File: config.mk
export PLATFORM = sky130hd
export DESIGN_NAME = sym_player
export DESIGN_NICKNAME = d
export VERILOG_FILES = /design/src/rtl/sym_player_pkg.sv /design/src/rtl/sym_player_decode.sv /design/src/rtl/sym_player.sv
export SDC_FILE = /design/constraint.sdc
export NUM_CORES = 1
export LEC_CHECK = 0
export ABC_AREA = 1
export BUFFER_PORTS_ARGS = -buffer_cell sky130_fd_sc_hd__clkbuf_2
export CAP_MARGIN = 20
export CORE_ASPECT_RATIO = 1.1
export CORE_UTILIZATION = 38
export DETAILED_ROUTE_END_ITERATION = 10
export PLACE_DENSITY_LB_ADDON = 0.1
export SETUP_SLACK_MARGIN = 0.05
export SYNTH_ARGS = -nofsm -noshare
export SYNTH_HDL_FRONTEND = slang
export SYNTH_HIERARCHICAL = 1
export SYNTH_SLANG_ARGS = --single-unit
File: constraint.sdc
create_clock -name CLK -period 1.89 [get_ports CLK]
set_input_delay 0.378 -clock CLK [delete_from_list [all_inputs] [get_ports CLK]]
set_output_delay 0.378 -clock CLK [all_outputs]
set_load 0.01 [all_outputs]
File: src/rtl/sym_player_pkg.sv
// Shared definitions for the symbol player: state encoding, symbol and LED widths.
package sym_player_pkg;

    function automatic int clog2(input int value);
        int r;
        r = 0;
        while ((32'sd1 << r) < value) begin
            r = r + 1;
        end
        return r;
    endfunction

    localparam int SYM_W    = 2;
    localparam int LED_W    = 4;
    localparam int N_STATES = 6;
    localparam int ST_W     = clog2(N_STATES);

    typedef enum logic [ST_W-1:0] {
        ST_IDLE = 3'd0,
        ST_POP  = 3'd1,
        ST_CAP  = 3'd2,
        ST_ON   = 3'd3,
        ST_OFF  = 3'd4,
        ST_FIN  = 3'd5
    } state_t;

    typedef logic [SYM_W-1:0] sym_t;
    typedef logic [LED_W-1:0] led_t;

endpackage

File: src/rtl/sym_player_decode.sv
// 2-to-4 one-hot decoder mapping a stored symbol to its LED pattern.
module sym_decode
    import sym_player_pkg::*;
(
    input  sym_t sym,
    output led_t led
);

    // One-hot decode of the symbol value
    always_comb begin
        case (sym)
            2'd0:    led = 4'b0001;
            2'd1:    led = 4'b0010;
            2'd2:    led = 4'b0100;
            2'd3:    led = 4'b1000;
            default: led = 4'b0000;
        endcase
    end

endmodule

File: src/rtl/sym_player.sv
// Drains a symbol stack, showing each symbol on a one-hot LED for ON_TICKS
// prescaler strobes followed by an OFF_TICKS blank gap.
module sym_player
    import sym_player_pkg::*;
#(
    parameter int DATA_WIDTH = 2,
    parameter int ON_TICKS   = 8,
    parameter int OFF_TICKS  = 4,
    parameter int CNT_WIDTH  = 8
) (
    input  logic                  CLK,
    input  logic                  RST_N,
    input  logic                  START,
    input  logic                  ABORT,
    input  logic                  TICK,
    input  logic [DATA_WIDTH-1:0] STK_DATA,
    input  logic                  STK_EMPTY,
    output logic                  STK_POP,
    output logic [LED_W-1:0]      LED,
    output logic                  BUSY,
    output logic                  DONE
);

    localparam logic [CNT_WIDTH-1:0] ON_LOAD  = CNT_WIDTH'(ON_TICKS - 1);
    localparam logic [CNT_WIDTH-1:0] OFF_LOAD = CNT_WIDTH'(OFF_TICKS - 1);

    state_t               state_r;
    sym_t                 sym_r;
    logic [CNT_WIDTH-1:0] cnt_r;
    led_t                 dec_s;
    led_t                 led_s;
    logic                 abort_s;

    // FIN is already the terminating state, so ABORT only redirects active playback
    assign abort_s = ABORT && (state_r != ST_IDLE) && (state_r != ST_FIN);

    // Playback sequencer: state, captured symbol and tick down-counter
    always_ff @(posedge CLK or negedge RST_N) begin
        if (!RST_N) begin
            state_r <= ST_IDLE;
            sym_r   <= {SYM_W{1'b0}};
            cnt_r   <= {CNT_WIDTH{1'b0}};
        end else if (abort_s) begin
            state_r <= ST_FIN;
        end else begin
            case (state_r)
                ST_IDLE: begin
                    if (START) begin
                        state_r <= STK_EMPTY ? ST_FIN : ST_POP;
                    end
                end
                ST_POP: begin
                    state_r <= ST_CAP;
                end
                ST_CAP: begin
                    sym_r   <= STK_DATA;
                    cnt_r   <= ON_LOAD;
                    state_r <= ST_ON;
                end
                ST_ON: begin
                    if (TICK) begin
                        if (cnt_r == {CNT_WIDTH{1'b0}}) begin
                            cnt_r   <= OFF_LOAD;
                            state_r <= ST_OFF;
                        end else begin
                            cnt_r <= cnt_r - {{(CNT_WIDTH-1){1'b0}}, 1'b1};
                        end
                    end
                end
                ST_OFF: begin
                    if (TICK) begin
                        if (cnt_r == {CNT_WIDTH{1'b0}}) begin
                            state_r <= STK_EMPTY ? ST_FIN : ST_POP;
                        end else begin
                            cnt_r <= cnt_r - {{(CNT_WIDTH-1){1'b0}}, 1'b1};
                        end
                    end
                end
                ST_FIN: begin
                    state_r <= ST_IDLE;
                end
                default: begin
                    state_r <= ST_IDLE;
                end
            endcase
        end
    end

    sym_decode u_decode (
        .sym (sym_r),
        .led (dec_s)
    );

    // LED is lit only while a symbol is on display
    always_comb begin
        if (state_r == ST_ON) begin
            led_s = dec_s;
        end else begin
            led_s = {LED_W{1'b0}};
        end
    end

    assign LED     = led_s;
    assign STK_POP = (state_r == ST_POP);
    assign BUSY    = (state_r != ST_IDLE);
    assign DONE    = (state_r == ST_FIN);

endmodule

==> flow_metrics.tcl, run 1 <==
set metrics [dict create \
    yosysMostFrequentCell "nand2_1" \
    ys_ff_latch 13 \
    cts_setup_buffers 0 \
    combPwrFrac_pct 60.6 \
    setup_viol 0 \
    async_flop_share_pct 100 \
    firstDrtPassIters 4 \
    die_w_um 50.7 \
    rsz0062_at_grt "no" \
    timing.final.crit_share_pct 87.8 \
    layout-drive-gt1-share_pct 18.5 \
    setup-tns-final_ps 0 \
    ir_drop_uv 1070 \
    fillers 279 \
    fin_area_mm2 0.00113 \
    ios 15 \
    crit_required_ps 1510 \
    cts_tree "done" \
    drtAntennaViolNets 0 \
    grt_util_all_layers_pct 18.1 \
    core_mm2 0.00247 \
    clk_path_buf_depth 2 \
    root_buffer "clkbuf_4" \
    ys_types 22 \
    p_sw_share_pct 52.5 \
    holdWs_ps 312 \
    crit_slowest_cell "dfrtp_1" \
    gp_congestion 0.863 \
    antenna_found_initial 0 \
    worst_slew_pin_slew_ps 346 \
    post-route-min-period_ps 1660 \
    n_antenna_cell 0 \
    crit_path_max_incr_delay_ps 420 \
    crit_type "reg2out" \
    clk_pin_slew_worst_paths_ps 90 \
    synthCells 149 \
    avgViaCountPerCell 4.59 \
    slew_headroom_pct 77.0 \
    cts.repair.resized 0 \
    powerDensity_mw_per_mm2 1750 \
    avgSynthCellArea_um2 6.64 \
    outcome "finished clean" \
    synth_fp_nets 159 \
    reg2reg_slack_ps 280 \
    postCtsHoldBufs 1 \
    ys_top_cells_by_area "dfrtp_1 33%, nand2_1 19%, inv_1 9.9%" \
    io_buffers 14 \
    core.rowCount 19 \
    synth_ff_type "dfrtp_1" \
    power.total_w 0.00199 \
    nets 179 \
    grt_overflow_total 0 \
    drv_slew 0 \
    dp_hpwl_um 1730 \
    place_area_mm2 0.00110 \
    yosysTopAreaCellShare_pct 32.9 \
    synth_warnings 6 \
    skew_ps 14.3 \
    hold_violations 0 \
    cts_sinks 13 \
    ys_top_cells_by_count "50 x nand2_1, 26 x inv_1, 17 x nor2_1" \
    drcViolationCount 0 \
    endpoint_kind "output port" \
    clock_latency_ps 290 \
    drtIter0Drc 11 \
    synth_edf_count 0 \
    numCtsBuffers 3 \
    cp_max_fo 7 \
    crit_path_start_kind "flop" \
    p_switching_w 0.00104 \
    cap_violations 0 \
    holdCritPathClass "in2reg" \
    die_height_um 55.5 \
    post-route-util_pct 45.9 \
    synth_area_leader_cell "dfrtp_1" \
    synth_area_um2 990 \
    start_util_pct 40.0 \
    grt_pass1_vias 837 \
    p_leak_nw 0.662 \
    vias 913 \
    crit_arrival_ps 1280 \
    p_int_w 0.000944 \
    dieArea_mm2 0.00281 \
    routed_wl_um 2170 \
    wl_per_cell_um 10.9 \
    area_growth_syn_to_layout_pct 14.7 \
    ys_seq_area_share_pct 32.9 \
    power_frac_clock_pct 9.2 \
    grt_pass1_wl_um 3840 \
    p_seq_share_pct 30.2 \
    grt_max_degree 14 \
    cts.htree.levels 1 \
    fmax_mhz 602 \
    crit_chain "inv_1 -> nor2_2 -> nand2_2 -> nor2_1 -> clkbuf_2" \
]
power by group through the flow:
stage | logic [W] | registers (W) | clock network [W]
4_1_cts | 0.00122 | 0.000603 | 0.000182
3_3_place_gp | 0.00118 | 0.000603 | 0
2_1_floorplan | 0.000965 | 0.000556 | 0
3_5_place_dp | 0.00121 | 0.000609 | 0
6_report | 0.00120 | 0.000600 | 0.000182
5_1_grt | 0.00140 | 0.000631 | 0.000193
cell usage in the layout, fill, tap and decap left out, drive strengths merged, types with 2 or more instances in the layout:
cell / instances
clkbuf: 18
nor2: 19
o21ai: 9
mux2: 2
nand3: 11
dfrtp: 13
nand2: 56
nand4: 2
ha: 2
inv: 27
xor2: 2
routing by layer:
layer / track usage (%) / up-vias / wire length [µm] / part of all wire [%]
li1: - / 489 / - / -
met1: 24.4 / 403 / 1030 / 48
met2: 29.9 / 16 / 1040 / 48
met3: 1.65 / 5 / 71 / 3.3
met4: 5.95 / 0 / 29 / 1.3
met5: 0 / - / 0 / 0
sequential cells by signal, summed over array words and instances, names as in the netlist:
signal,count
cnt_r,8
sym_r,2
state_r,3
area by class of cell:
type	instances	area, µm²	area share [%]
clock buffers	4	26.3	2.32
multi-input cells	108	546	48.1
flip-flops and latches	13	325	28.7
repair buffers	15	80.1	7.06
inverters	28	119	10.5
well taps	31	38.8	3.42
logic make-up after synthesis:
family | after synthesis | synth area share (%)
buffers and inverters | 28 | 12.0
multiplexers | 2 | 2.28
AND/OR/NAND/NOR | 90 | 40.7
XOR/XNOR | 3 | 2.66
AO/OA/AOI/OAI | 11 | 6.95
adder cells (fa/ha/maj) | 2 | 2.53
flip-flops | 13 | 32.9
critical path, delay by kind of cell, from the launching register on:
family | cells | cell delay (ps)
buffers and inverters | 2 | 220
DFF | 1 | 420
and+or+nand+nor | 3 | 350
final timing paths:
path                                         from                   end  cells after the start
max                        state_r[1]$_DFFE_PN0P_                LED[1]                      5
min                                   STK_DATA[0]  sym_r[0]$_DFFE_PN0P_                      2
max reg2reg                  cnt_r[0]$_DFFE_PN0P_  cnt_r[1]$_DFFE_PN0P_                     10
min reg2reg                  cnt_r[0]$_DFFE_PN0P_  cnt_r[0]$_DFFE_PN0P_                      2
max in group asynchronous                   RST_N  cnt_r[0]$_DFFE_PN0P_                      2
min in group asynchronous                   RST_N  cnt_r[4]$_DFFE_PN0P_                      2
metrics by stage:
stage,worst slack (ps),cells
after detailed placement,285,194
after floorplan,455,149
final,230,199
after global routing,107,199
after global placement,342,194
after CTS,224,199
Power figures use the tool's default switching activity.
==> inputs of run 2 (changes only) <==
CORE_MARGIN = 3   (was not set)
==> run 2 against run 1 <==
  * Die area rose by 16%
  * Final cell count fell by 0.50%
  * Core utilization grew 2.0 points
  * First-iteration DRC count increased by 45%
  * Combinational power barely moved
  * Critical path depth fell by 2
  * Worst hold slack gained 5.1 ps
  * Setup slack improved by 17 ps
  * Sequential cell count did not move
  * Total power increased by 0.33%
  * Via count grew 1.8%
  * Wire length grew 3.1%
==> flow_metrics.tcl, run 2 (synthesis results as in run 1) <==
set metrics [dict create \
    drtIter0Drc 16 \
    multi_input_area_um2 546 \
    crit_type "reg2out" \
    cts_tree "done" \
    ff2ff_path_depth 10 \
    setup-tns-final_ps 0 \
    routed_wl_um 2240 \
    die_height_um 59.5 \
    ios 15 \
    die_w_um 54.7 \
    antenna_found_initial 0 \
    hold_violations 0 \
    dp_slack_ps 293 \
    clk_pin_slew_worst_paths_ps 100 \
    hold_depth 2 \
    grt_util_all_layers_pct 16.6 \
    power.total_w 0.00199 \
    core_mm2 0.00236 \
    grt_util_met2_pct 27.9 \
    start_util_pct 41.9 \
    grt_overflow_total 0 \
    crit_required_ps 1510 \
    post-route-min-period_ps 1640 \
    crit_arrival_ps 1260 \
    min_from "STK_DATA[1]" \
    drcViolationCount 0 \
    dp_hpwl_um 1800 \
    crit_path_max_incr_delay_ps 510 \
    powerDensity_mw_per_mm2 1760 \
    core.rowCount 18 \
    fin_ws_ps 247 \
    endpoint_kind "output port" \
    area_growth_syn_to_layout_pct 14.5 \
    reg2reg_from "cnt_r[0]$_DFFE_PN0P_" \
    numCtsBuffers 3 \
    regArea_um2 325 \
    top_usage_layer "met2" \
    top_register "cnt_r" \
    mostFrequentLayoutCells "50 x nand2_1, 26 x inv_1, 17 x nor2_1" \
    cp_num_buf_inv 2 \
    cp_max_fo 6 \
    grt_pass1_vias 869 \
    cts_sinks 13 \
    clock_latency_ps 280 \
    path_delay_family "flip-flops" \
    timing.final.crit_share_pct 86.9 \
    firstDrtPassIters 6 \
    holdCritPathClass "in2reg" \
    gp_congestion 0.820 \
    crit_chain "inv_1 -> nor3_1 -> clkbuf_2" \
    cap_violations 0 \
    drtAntennaViolNets 0 \
    cts.repair.resized 0 \
    rsz0062_at_grt "no" \
    layout-drive-gt1-share_pct 18.5 \
    dieArea_mm2 0.00325 \
    root_buffer "clkbuf_4" \
    crit_path_start_kind "flop" \
    vias 929 \
    io_buffers 14 \
    largest_register_ffs 8 \
    holdWs_ps 317 \
    fillers 257 \
    n_antenna_cell 0 \
    grt_use_met3_pct 3.02 \
    clk_path_buf_depth 2 \
    skew_ps 13.7 \
    grt_max_degree 14 \
    r2r-end "cnt_r[3]$_DFFE_PN0P_" \
    avgViaCountPerCell 4.69 \
    whs_endpoint "sym_r[1]$_DFFE_PN0P_" \
    top_regs "cnt_r: 8 flops, state_r: 3 flops, sym_r: 2 flops" \
    setup_viol 0 \
    reg2reg_slack_ps 270 \
    crit_slowest_cell "dfrtp_1" \
    worst_slew_pin_slew_ps 354 \
    outcome "finished clean" \
    slew_headroom_pct 76.4 \
    grt_pass1_wl_um 3840 \
    cts.htree.levels 1 \
    layout_commonest_cell "nand2_1" \
    fmax_mhz 609 \
    gr-usage-met1_pct 20.4 \
    nets 179 \
    p_leak_nw 0.662 \
    ir_drop_uv 776 \
    drv_slew 0 \
    wl_per_cell_um 11.3 \
]
## run 2: cell counts in the layout (fill, tap and decap cells not counted)
Identical to the previous run, type by type.
## run 2: through the flow
stage	util [%]	instance area, µm²	cells
5_1_grt	47.9	1130	198
6_report	47.9	1130	198
4_1_cts	47.9	1130	198
3_3_place_gp	46.4	1100	193
2_1_floorplan	-	990	149
3_5_place_dp	46.4	1100	193
## run 2: repair_timing
item                                   4_1_cts  5_1_grt
endpoints found under the hold margin        6        0
buffers inserted                             0        0
hold buffers                                 1        0
setup endpoints to repair                    0        0
## run 2: worst max-delay path by stage
stage,from,end,slack (ps),cells past startpoint
finish,state_r[0]$_DFFE_PN0P_,STK_POP,250,3
global route,state_r[1]$_DFFE_PN0P_,LED[2],80,5
CTS,state_r[1]$_DFFE_PN0P_,LED[2],220,5
detailed placement,cnt_r[0]$_DFFE_PN0P_,cnt_r[5]$_DFFE_PN0P_,290,10
global placement,cnt_r[0]$_DFFE_PN0P_,cnt_r[5]$_DFFE_PN0P_,340,10
floorplan,cnt_r[0]$_DFFE_PN0P_,cnt_r[3]$_DFFE_PN0P_,450,10
## run 2: where the power goes
group          total (W)  internal [W]  switching (W)  leakage [nW]
clock           0.000185     0.0000818       0.000103        0.0150
sequential      0.000605      0.000422       0.000182         0.164
combinational    0.00120      0.000440       0.000764         0.482
## run 2: final cells by class
| type | count | area share (%) |
|---|---|---|
| Multi-Input combinational cell | 108 | 48.1 |
| Sequential cell | 13 | 28.7 |
| Inverter | 28 | 10.5 |
| Timing Repair Buffer | 15 | 7.06 |
| Tap cell | 30 | 3.31 |
| Clock buffer | 4 | 2.32 |
## run 2: worst reg2reg max path, stage by stage (launching register included)
cell and delay [ps]:
dfrtp_1 390, inv_1 90, ha_1 200, nand2_1 60, nor2_1 40, nand2_2 170
nand2_4 70, a21oi_4 260, inv_2 120, nand2_1 70, nand2_1 50
## run 2: layer usage
metal / wire length, µm / vias to the layer above
met2: 1190 / 18
met1: 957 / 415
li1: - / 494
met5: 0 / -
met4: 18 / 0
met3: 77 / 2
